$ cat src/rtl/s2p_stream_arbiter.sv
// Round-robin arbiter that grants one serial requester at a time and packs its bits LSB-first
// into P_WIDTH-bit words. Define S2P_ARB_ERR_CNT_EN to enable the saturating abort counter.
module s2p_stream_arbiter #(
    parameter int unsigned P_WIDTH     = 2,
    parameter int unsigned NUM_REQ     = 2,
    parameter int unsigned BURST_WORDS = 4
) (
    input  logic               clk,
    input  logic               rst,
    input  logic [NUM_REQ-1:0] req,
    input  logic [NUM_REQ-1:0] req_bit,
    input  logic [NUM_REQ-1:0] req_bvalid,
    output logic [NUM_REQ-1:0] gnt,
    output logic [P_WIDTH-1:0] par_data,
    output logic               par_valid,
    output logic [2:0]         par_id,
    output logic               abort,
    output logic [7:0]         err_cnt
);

    localparam int unsigned IdxW = $clog2(NUM_REQ);
    localparam int unsigned BcW  = $clog2(P_WIDTH);
    localparam int unsigned WcW  = $clog2(BURST_WORDS + 1);

    typedef enum logic [0:0] {StIdle, StBusy} state_e;

    state_e              state_q, state_d;
    logic [IdxW-1:0]     owner_q, owner_d;
    logic [IdxW-1:0]     last_q, last_d;
    logic [BcW-1:0]      bit_cnt_q, bit_cnt_d;
    logic [WcW-1:0]      word_cnt_q, word_cnt_d;
    logic [P_WIDTH-1:0]  shift_q, shift_d;
    logic [NUM_REQ-1:0]  gnt_q, gnt_d;
    logic [P_WIDTH-1:0]  par_data_q, par_data_d;
    logic                par_valid_q, par_valid_d;
    logic [2:0]          par_id_q, par_id_d;
    logic                abort_q, abort_d;
    logic [IdxW-1:0]     pick, cand;
    logic [P_WIDTH-1:0]  word;

    always_ff @(posedge clk) begin
        if (rst) begin
            state_q     <= StIdle;
            owner_q     <= '0;
            last_q      <= IdxW'(NUM_REQ - 1);
            bit_cnt_q   <= '0;
            word_cnt_q  <= '0;
            shift_q     <= '0;
            gnt_q       <= '0;
            par_data_q  <= '0;
            par_valid_q <= 1'b0;
            par_id_q    <= '0;
            abort_q     <= 1'b0;
        end else begin
            state_q     <= state_d;
            owner_q     <= owner_d;
            last_q      <= last_d;
            bit_cnt_q   <= bit_cnt_d;
            word_cnt_q  <= word_cnt_d;
            shift_q     <= shift_d;
            gnt_q       <= gnt_d;
            par_data_q  <= par_data_d;
            par_valid_q <= par_valid_d;
            par_id_q    <= par_id_d;
            abort_q     <= abort_d;
        end
    end

    // Scan downwards so the nearest requester after last_owner is the final (winning) write.
    always_comb begin
        pick = '0;
        cand = '0;
        for (int k = int'(NUM_REQ); k >= 1; k--) begin
            cand = IdxW'((int'(last_q) + k) % int'(NUM_REQ));
            if (req[cand]) pick = cand;
        end
    end

    always_comb begin
        state_d     = state_q;
        owner_d     = owner_q;
        last_d      = last_q;
        bit_cnt_d   = bit_cnt_q;
        word_cnt_d  = word_cnt_q;
        shift_d     = shift_q;
        gnt_d       = gnt_q;
        par_data_d  = par_data_q;
        par_valid_d = 1'b0;
        par_id_d    = par_id_q;
        abort_d     = 1'b0;
        word        = shift_q;
        unique case (state_q)
            StIdle: begin
                if (|req) begin
                    state_d    = StBusy;
                    owner_d    = pick;
                    gnt_d      = NUM_REQ'(1) << pick;
                    bit_cnt_d  = '0;
                    word_cnt_d = '0;
                end
            end
            StBusy: begin
                if (!req[owner_q]) begin
                    // A bit strobed in the same cycle as the drop is deliberately ignored.
                    abort_d    = (bit_cnt_q != '0);
                    state_d    = StIdle;
                    gnt_d      = '0;
                    last_d     = owner_q;
                    bit_cnt_d  = '0;
                    word_cnt_d = '0;
                end else if (req_bvalid[owner_q]) begin
                    word[bit_cnt_q] = req_bit[owner_q];
                    shift_d         = word;
                    if (bit_cnt_q == BcW'(P_WIDTH - 1)) begin
                        bit_cnt_d   = '0;
                        par_valid_d = 1'b1;
                        par_data_d  = word;
                        par_id_d    = 3'(owner_q);
                        if (word_cnt_q == WcW'(BURST_WORDS - 1)) begin
                            state_d    = StIdle;
                            gnt_d      = '0;
                            last_d     = owner_q;
                            word_cnt_d = '0;
                        end else begin
                            word_cnt_d = word_cnt_q + 1'b1;
                        end
                    end else begin
                        bit_cnt_d = bit_cnt_q + 1'b1;
                    end
                end
            end
            default: state_d = StIdle;
        endcase
    end

    always_comb begin
        gnt       = gnt_q;
        par_data  = par_data_q;
        par_valid = par_valid_q;
        par_id    = par_id_q;
        abort     = abort_q;
    end

`ifdef S2P_ARB_ERR_CNT_EN
    logic [7:0] err_q;

    always_ff @(posedge clk) begin
        if (rst) begin
            err_q <= '0;
        end else if (abort_d && (err_q != 8'hff)) begin
            err_q <= err_q + 8'd1;
        end
    end

    assign err_cnt = err_q;
`else
    assign err_cnt = 8'd0;
`endif

endmodule

$ cat config.mk
export PLATFORM = sky130hd
export DESIGN_NAME = s2p_stream_arbiter
export DESIGN_NICKNAME = d
export VERILOG_FILES = /design/src/rtl/s2p_stream_arbiter.sv
export SDC_FILE = /design/constraint.sdc
export NUM_CORES = 1
export LEC_CHECK = 0
export BUFFER_PORTS_ARGS = -buffer_cell sky130_fd_sc_hd__buf_4
export CELL_PAD_IN_SITES_DETAIL_PLACEMENT = 0
export CELL_PAD_IN_SITES_GLOBAL_PLACEMENT = 1
export CORE_MARGIN = 2
export CORE_UTILIZATION = 35
export CTS_CLUSTER_DIAMETER = 60
export DETAILED_ROUTE_END_ITERATION = 16
export PLACE_DENSITY_LB_ADDON = 0.1
export REMOVE_ABC_BUFFERS = 1
export SLEW_MARGIN = 15
export SYNTH_ARGS = -nofsm -noshare
export SYNTH_HDL_FRONTEND = slang
export SYNTH_SLANG_ARGS = --single-unit
$ cat constraint.sdc
create_clock -name clk -period 1.7 [get_ports clk]
set_clock_uncertainty 0.2 [all_clocks]
set_input_delay 0.34 -clock clk [delete_from_list [all_inputs] [get_ports clk]]
set_output_delay 0.34 -clock clk [all_outputs]
set_load 0.02 [all_outputs]
==> reports/results.txt, run 1 <==
Yosys mapped the design onto 32 distinct sky130hd cell types. Counting cells, the worst reg-to-reg path comes to 5. In this run the remaining antenna-violating nets after routing total 0.

The type of the most critical hold path was in -> reg. The total routed wirelength is 1500 um. The multi-input combinational cells in the finished layout cover a total of 422 um^2. Each instance of the synthesized netlist takes up on average 9.20 um^2. The flow ran to the end, and the final reports show no timing, DRC or antenna violations. Among all stages on the critical path, the largest delay is contributed by dfxtp_1. Summed over all nets, the half-perimeter wirelength after detailed placement is 1130 um. The tools report the gate count after technology mapping as 85. The worst endpoint required time came out at 1670 ps.

The register area was 302 um^2. The synthesized design contains 15 register bits. The final-layout worst hold slack was 117 ps; the CTS buffer count was 3. Across the run, the number of max-cap violations was 0. The count of vias placed by the detailed router is 611.

For this configuration, the core starts out at a cell density of 36.0%. Reg-to-reg startpoint: word_cnt_q[0]. The main flop type after synthesis was dfxtp_1.

The final number of max-transition violations is 0, and the remaining global-route overflow is 0. The routed design could run at a clock period as short as 1590 ps. Netlist area before placement: 782 um^2. The I/O pin count was 25; the average detailed-routed wire length per instance was 11.5 um.

The H-tree depth is 1, and the largest stage delay on the critical path is 360 ps. The die height is 51.3 um. For the all-layer global routing usage, the log shows 12.8%.

The initialized floorplan defines 17 standard-cell rows. In the layout the commonest cells are buf_4 (17), dfxtp_1 (14), conb_1 (10). For the number of global-route vias before repair, the log shows 551.

In this run the power density over the cells is 761 nW/um^2. CTS saw 15 sinks. The run gives 0.000700 W as the total power after layout.

No sink is reached through more buffers than the 2 on the longest clock path. Of all nets on the critical path, the largest fanout is 3. Counting both buffers and inverters, the worst setup path holds a total of 0. The tools report the start point of the worst hold path as rst.

The finished layout holds 130 standard cells, fillers aside. The count of inserted antenna diode cells came out at 0. In this run the static leakage power is 0.396 nW.

At the end of the flow, the number of nets in the layout was 112. In the routed layout, each cell is associated on average with a via count of 4.70. The floorplan step defined a die boundary enclosing 2630 um^2. The worst setup path is captured at a flop. The tools report the number of antenna violations at the first check in global routing as 0. Of the available clock period, the critical path in the final layout requires 93.5%.

CTS placed an instance of clkbuf_4 at the clock tree root. The final total negative setup slack was 0 ps. The share of final-layout standard cells stronger than drive strength 1 came out at 28.4%. The number of setup buffers added after CTS is 0.

The number of hold violations in the final report was 0; the clock input transition at the sequential cells of the worst setup and hold paths was 80 ps. Entering global routing, the biggest net connects 13 pins. Setup violations remaining at the end of the flow were counted as 0.

The worst hold path terminates at owner_q. The first-pass GRT wire length came out at 2490 um. Grouping stages by cell kind, the critical path spends the most delay in compound AO/OA/AOI/OAI gates. Across all register-to-register paths, the minimum setup slack is 110 ps. The tools report the layout filler cell count as 249. The later pin in the worst-skew pair is clocked with a latency of 270 ps.

STA puts the critical path data arrival time at 1560 ps. Traced cell by cell, the critical path runs through ha_1 -> nand2_1 -> o31ai_4 -> a21oi_2 -> a311o_1. STA classifies the critical path startpoint as a flop.

The endpoint identified for the worst register-to-register timing path is last_q. Once placement completed, the tool counted placed cells totaling 126. The tools report the number of DRC markers in iteration 0 as 2. Along the worst hold path, the cell count comes to 2. The congestion estimate from routability-driven global placement came to 0.747. IR analysis of the VDD net gives a maximum drop of 0.303 mV. The tools report the core area as 2170 um^2. Layout overhead on the synthesized area: 17.6%.

The die is 51.3 um wide. The sequential element share of the synthesized area came out at 38.4%. For the number of detailed-routing iterations run before antenna repair, the log shows 2. The worst setup path is of the reg -> reg kind. In the routed design, unresolved DRC markers number 0. The most common cell after layout, fill and taps aside is buf_4. Yosys printed 0 warnings. The count of flip-flops with a built-in enable after synthesis was 0; the count of input and output buffers was 14. Proportion of register bits with asynchronous set or reset after synthesis: 0%. TritonCTS built the clock tree. Based on the critical path, the design can be clocked at up to 0.629 GHz.
==> where the power goes <==
part	switching (W)	internal (W)	leakage [nW]	total, W
clock	0.000106	0.0000908	0.0150	0.000197
combinational	0.0000716	0.0000529	0.258	0.000124
sequential	0.0000143	0.000364	0.122	0.000378
==> cell usage after synthesis, types with 2 or more instances <==
cell type   n  area, um^2
nor3_1      2        10.0
nand2b_1    4        25.0
a21oi_1     8        40.0
nor2_1      3        11.3
inv_1       2        7.51
nand2_1     8        30.0
nor2b_1     4        25.0
buf_4      10        75.1
dfxtp_1    15         300
mux2i_1     4        40.0
a22o_1      2        17.5
nand3_1     3        15.0
==> kinds of logic (layout without fill, tap and decap cells) <==
group / count (synthesis) / in the layout / synth area share [%]
AND/OR/NAND/NOR: 30 / 30 / 22.1
AO/OA/AOI/OAI: 18 / 18 / 17.3
flip-flops: 15 / 15 / 38.4
buffers and inverters: 15 / 23 / 13.1
multiplexers: 5 / 5 / 7.04
adder cells (fa/ha/maj): 1 / 1 / 1.60
other: 1 / 10 / 0.480
==> cell type report <==
cell class,count,area share (%)
Clock buffer,4,2.86
Sequential cell,15,32.8
Timing Repair Buffer,17,13.9
Multi-Input combinational cell,64,45.9
Tap cell,28,3.81
Inverter,2,0.816
==> what timing repair did <==
item | 4_1_cts | 5_1_grt
hold buffers | 0 | 0
resized for setup | 0 | 2
endpoints found under the setup margin | 0 | 6
==> sequential cells by signal, summed over array words and instances, names as in the netlist <==
| name | count |
|---|---|
| owner_q | 1 |
| par_id | 1 |
| bit_cnt_q | 1 |
| shift_q | 1 |
| par_data | 2 |
| word_cnt_q | 3 |
| gnt | 2 |
| state_q | 1 |
| par_valid | 1 |
| abort | 1 |
| last_q | 1 |
==> worst register-to-register path, cell delays in order (launching register included) <==
cell and delay [ps]:
dfxtp_1 360, ha_1 170, nand2_1 100, o31ai_4 260, a21oi_2 80, a311o_1 310
==> how the worst max path moves through the flow <==
stage	slack, ps	to	from	depth (start not counted)
after floorplan	110	last_q	owner_q	4
after global placement	100	last_q	owner_q	4
after detailed placement	50	last_q	owner_q	4
after CTS	40	last_q	owner_q	4
after global routing	-30	gnt[1]	owner_q	4
final	110	last_q	word_cnt_q[0]	5
==> metal layers <==
metal / wire length (um) / global-route usage [%]
met5: 0 / 0
met4: 17 / 6.58
met2: 719 / 18.4
met3: 54 / 3.80
met1: 709 / 17.3
==> through the flow <==
step | util [%] | worst slack [ps] | instance area, um^2
floorplan | - | 112 | 721
global placement | 40.7 | 105 | 883
detailed placement | 40.7 | 53.0 | 883
CTS | 41.9 | 37.6 | 910
global route | 42.4 | -27.6 | 920
finish | 42.4 | 111 | 920
Note: power is estimated with default switching activity, not from simulation.
==> run 2, diff against run 1 <==
--- a/config.mk
+++ b/config.mk
@@ -12,7 +12,7 @@
 export CORE_UTILIZATION = 35
 export CTS_CLUSTER_DIAMETER = 60
 export DETAILED_ROUTE_END_ITERATION = 16
-export PLACE_DENSITY_LB_ADDON = 0.1
+export PLACE_DENSITY_LB_ADDON = 0.12
 export REMOVE_ABC_BUFFERS = 1
 export SLEW_MARGIN = 15
 export SYNTH_ARGS = -nofsm -noshare
==> run 2 against run 1 <==
Worst hold slack lost 15 ps. Flip-flop and latch count is the same. Setup slack lost 44 ps. Fmax shrank 2.7%. Power grew 1.2%. Clock power grew 7%. Combinational power shrank 4%. Count of clock-buffer cells in the layout shrank 1. Sequential share of layout area grew 0.54 points. Cell area shrank 1.6%. Highest routed layer unchanged.
==> reports/results.txt, run 2 (synthesis results as in run 1) <==
The startpoint identified for the worst register-to-register timing path is word_cnt_q[0]. The worst hold path belongs to the class in -> reg. The tools report the worst endpoint required time as 1680 ps. The root buffer cell chosen for the clock tree is clkbuf_4.

The tools report the number of antenna violations at the first check in global routing as 0. For this run the aggregate overflow at the end of global routing stands at 0. The routed layout has 585 vias.

The first-pass GRT wire length is 2330 um, and the clock network power share is 29.8%. For the initial core utilization, the log shows 36.0%. The die covers 2630 um^2. The power density normalized to cell area works out to 782 nW/um^2. The logs give 3 for the CTS buffer count and 0.000207 W for the power spent charging and discharging nets. The leakage dissipation was 0.392 nW; the final total negative setup slack was 0 ps. The number of clock sinks seen by CTS is 15.

Register containing the most flip-flops in the final layout: word_cnt_q. In this run the deepest clock path goes through 2 buffers. At the end of the flow, the number of nets in the layout was 111. Of the total power, the share spent switching nets is 29.2%. Data on the critical path arrives at its endpoint at 1610 ps. For this run, the total global-route usage over all layers was measured as 12.0%.

The count of input and output buffers was 14; the routed via count divided by cell count was 4.53. Cell internal power was estimated by the tool at 0.000501 W. Dividing the final minimum period by the clock period gives 96.0%. Subtracting the final worst setup slack from the clock period gives 1630 ps.

From synthesis to final layout, the design area changed by 15.7%. Pin placement for this block handled 25 I/O pins. The type of origin of the critical path is a flop. The run gives 70 ps as the minimum setup slack among reg-to-reg paths.

The worst-case IR drop observed on VDD is 0.372 mV. Sequential cells account for 53.4% of the total power. The first routing iteration left 7 violations. The kind of end point of the critical path is a flop. The average detailed-routed wire length per instance was 11.3 um.

Measured along the y axis, the die boundary spans 51.3 um. In the layout the commonest cells are buf_4 (16), dfxtp_1 (14), conb_1 (10). For the number of global-route vias before repair, the log shows 539.

Setup repair after global routing left no endpoint under its margin. X dimension of the die: 51.3 um. The timing endpoint of the critical path was last_q. Clock-pin slew was measured on the worst setup and hold paths at 100 ps. The share of final-layout standard cells stronger than drive strength 1 is 28.7%, and the maximum number of pins on one net before global-route repair is 13. The tool flagged a number of max-cap violations equal to 0.

The flow ran to the end, and the final reports show no timing, DRC or antenna violations. For the upper clock frequency limit, the log shows 0.613 GHz. The core region is 2170 um^2. By startpoint and endpoint, the worst setup path is classified as reg -> reg.

The final number of max-transition violations is 0. Across all hold checks on the routed design, the worst slack comes to 102 ps. Setup violations remaining at the end of the flow were counted as 0. The number of setup buffers added after CTS is 0. Row generation in the floorplan step produced 17 rows.

For this run, the detailed router's first-pass iteration total came to 2. For the count of inserted antenna diode cells, the log shows 0. The run gives 1460 um as the total routed wirelength.

The clock insertion delay at the later pin of the skew report was 280 ps; the flip-flop count of the largest register after layout was 3. The weighted congestion at the end of routability-driven global placement came out at 0.720. The H-tree depth is 1. Counting cells, the worst reg-to-reg path comes to 5. Of all nets on the critical path, the largest fanout is 3.

The most common cell after layout, fill and taps aside was buf_4. In this run the remaining antenna-violating nets after routing total 0. For this run, design rule violations remaining after detail routing come to 0.

The worst register-to-register path ends at last_q. The run gives 0 as the number of hold violations in the final report. The run gives 16.8% as the combinational fraction of design power. Startpoint of the worst setup timing path: word_cnt_q[0]. The wire-length estimate of the detail-placed layout is 1120 um. TritonCTS built the clock tree.
[run 2: changes by cell type in the layout (fill, tap and decap cells not counted), sizes merged]
cell	delta
clkinv	+1
buf	-1
clkbuf	-1
[run 2: power groups by stage]
stage	Combinational [W]	Sequential [W]	Clock (W)
6_report	0.000119	0.000378	0.000211
5_1_grt	0.000130	0.000381	0.000236
4_1_cts	0.000119	0.000378	0.000214
3_5_place_dp	0.000119	0.000386	0
3_3_place_gp	0.000121	0.000385	0
2_1_floorplan	0.0000710	0.000388	0
[run 2: per-stage QoR]
step	instance area, um^2	cells	power, W	util, %	worst slack (ps)
4_1_cts	903	129	0.000711	41.6	55.6
3_3_place_gp	876	125	0.000506	40.4	82.3
6_report	905	129	0.000708	41.7	67.4
5_1_grt	905	129	0.000747	41.7	18.5
2_1_floorplan	721	81	0.000459	-	112
3_5_place_dp	876	125	0.000504	40.4	78.4
[run 2: how the worst min path moves through the flow]
stage,start,endpoint,slack (ps),cells past startpoint
global route,rst,owner_q,100,2
global placement,shift_q[0],shift_q[0],240,2
detailed placement,shift_q[0],shift_q[0],260,2
floorplan,rst,bit_cnt_q,210,1
CTS,rst,bit_cnt_q,100,2
finish,rst,bit_cnt_q,100,2
[run 2: worst max-delay path, stage by stage, from the launching register on]
cell and delay [ps]:
dfxtp_1 370, ha_1 180, nand2_1 80, o31ai_2 310
a21oi_2 90, a311o_1 320
[run 2: layer usage]
| metal | wire (um) | track usage, % | up-vias |
|---|---|---|---|
| met5 | 0 | 0 | - |
| met4 | 14 | 6.58 | 0 |
| met3 | 67 | 2.92 | 2 |
| met2 | 619 | 17.5 | 12 |
| met1 | 760 | 16.1 | 265 |
| li1 | - | - | 306 |
[run 2: layout make-up]
| type | instances | area, um^2 |
|---|---|---|
| Fill cell | 226 | 1260 |
| Multi-Input combinational cell | 64 | 413 |
| Sequential cell | 15 | 302 |
| Timing Repair Buffer | 16 | 120 |
| Tap cell | 28 | 35.0 |
| Clock buffer | 3 | 22.5 |
| Inverter | 2 | 7.51 |
| Clock inverter | 1 | 5.00 |
[run 2: what timing repair did]
item | in CTS | in global routing
resized for setup | 0 | 1
hold buffers | 0 | 0
endpoints found under the setup margin | 0 | 2
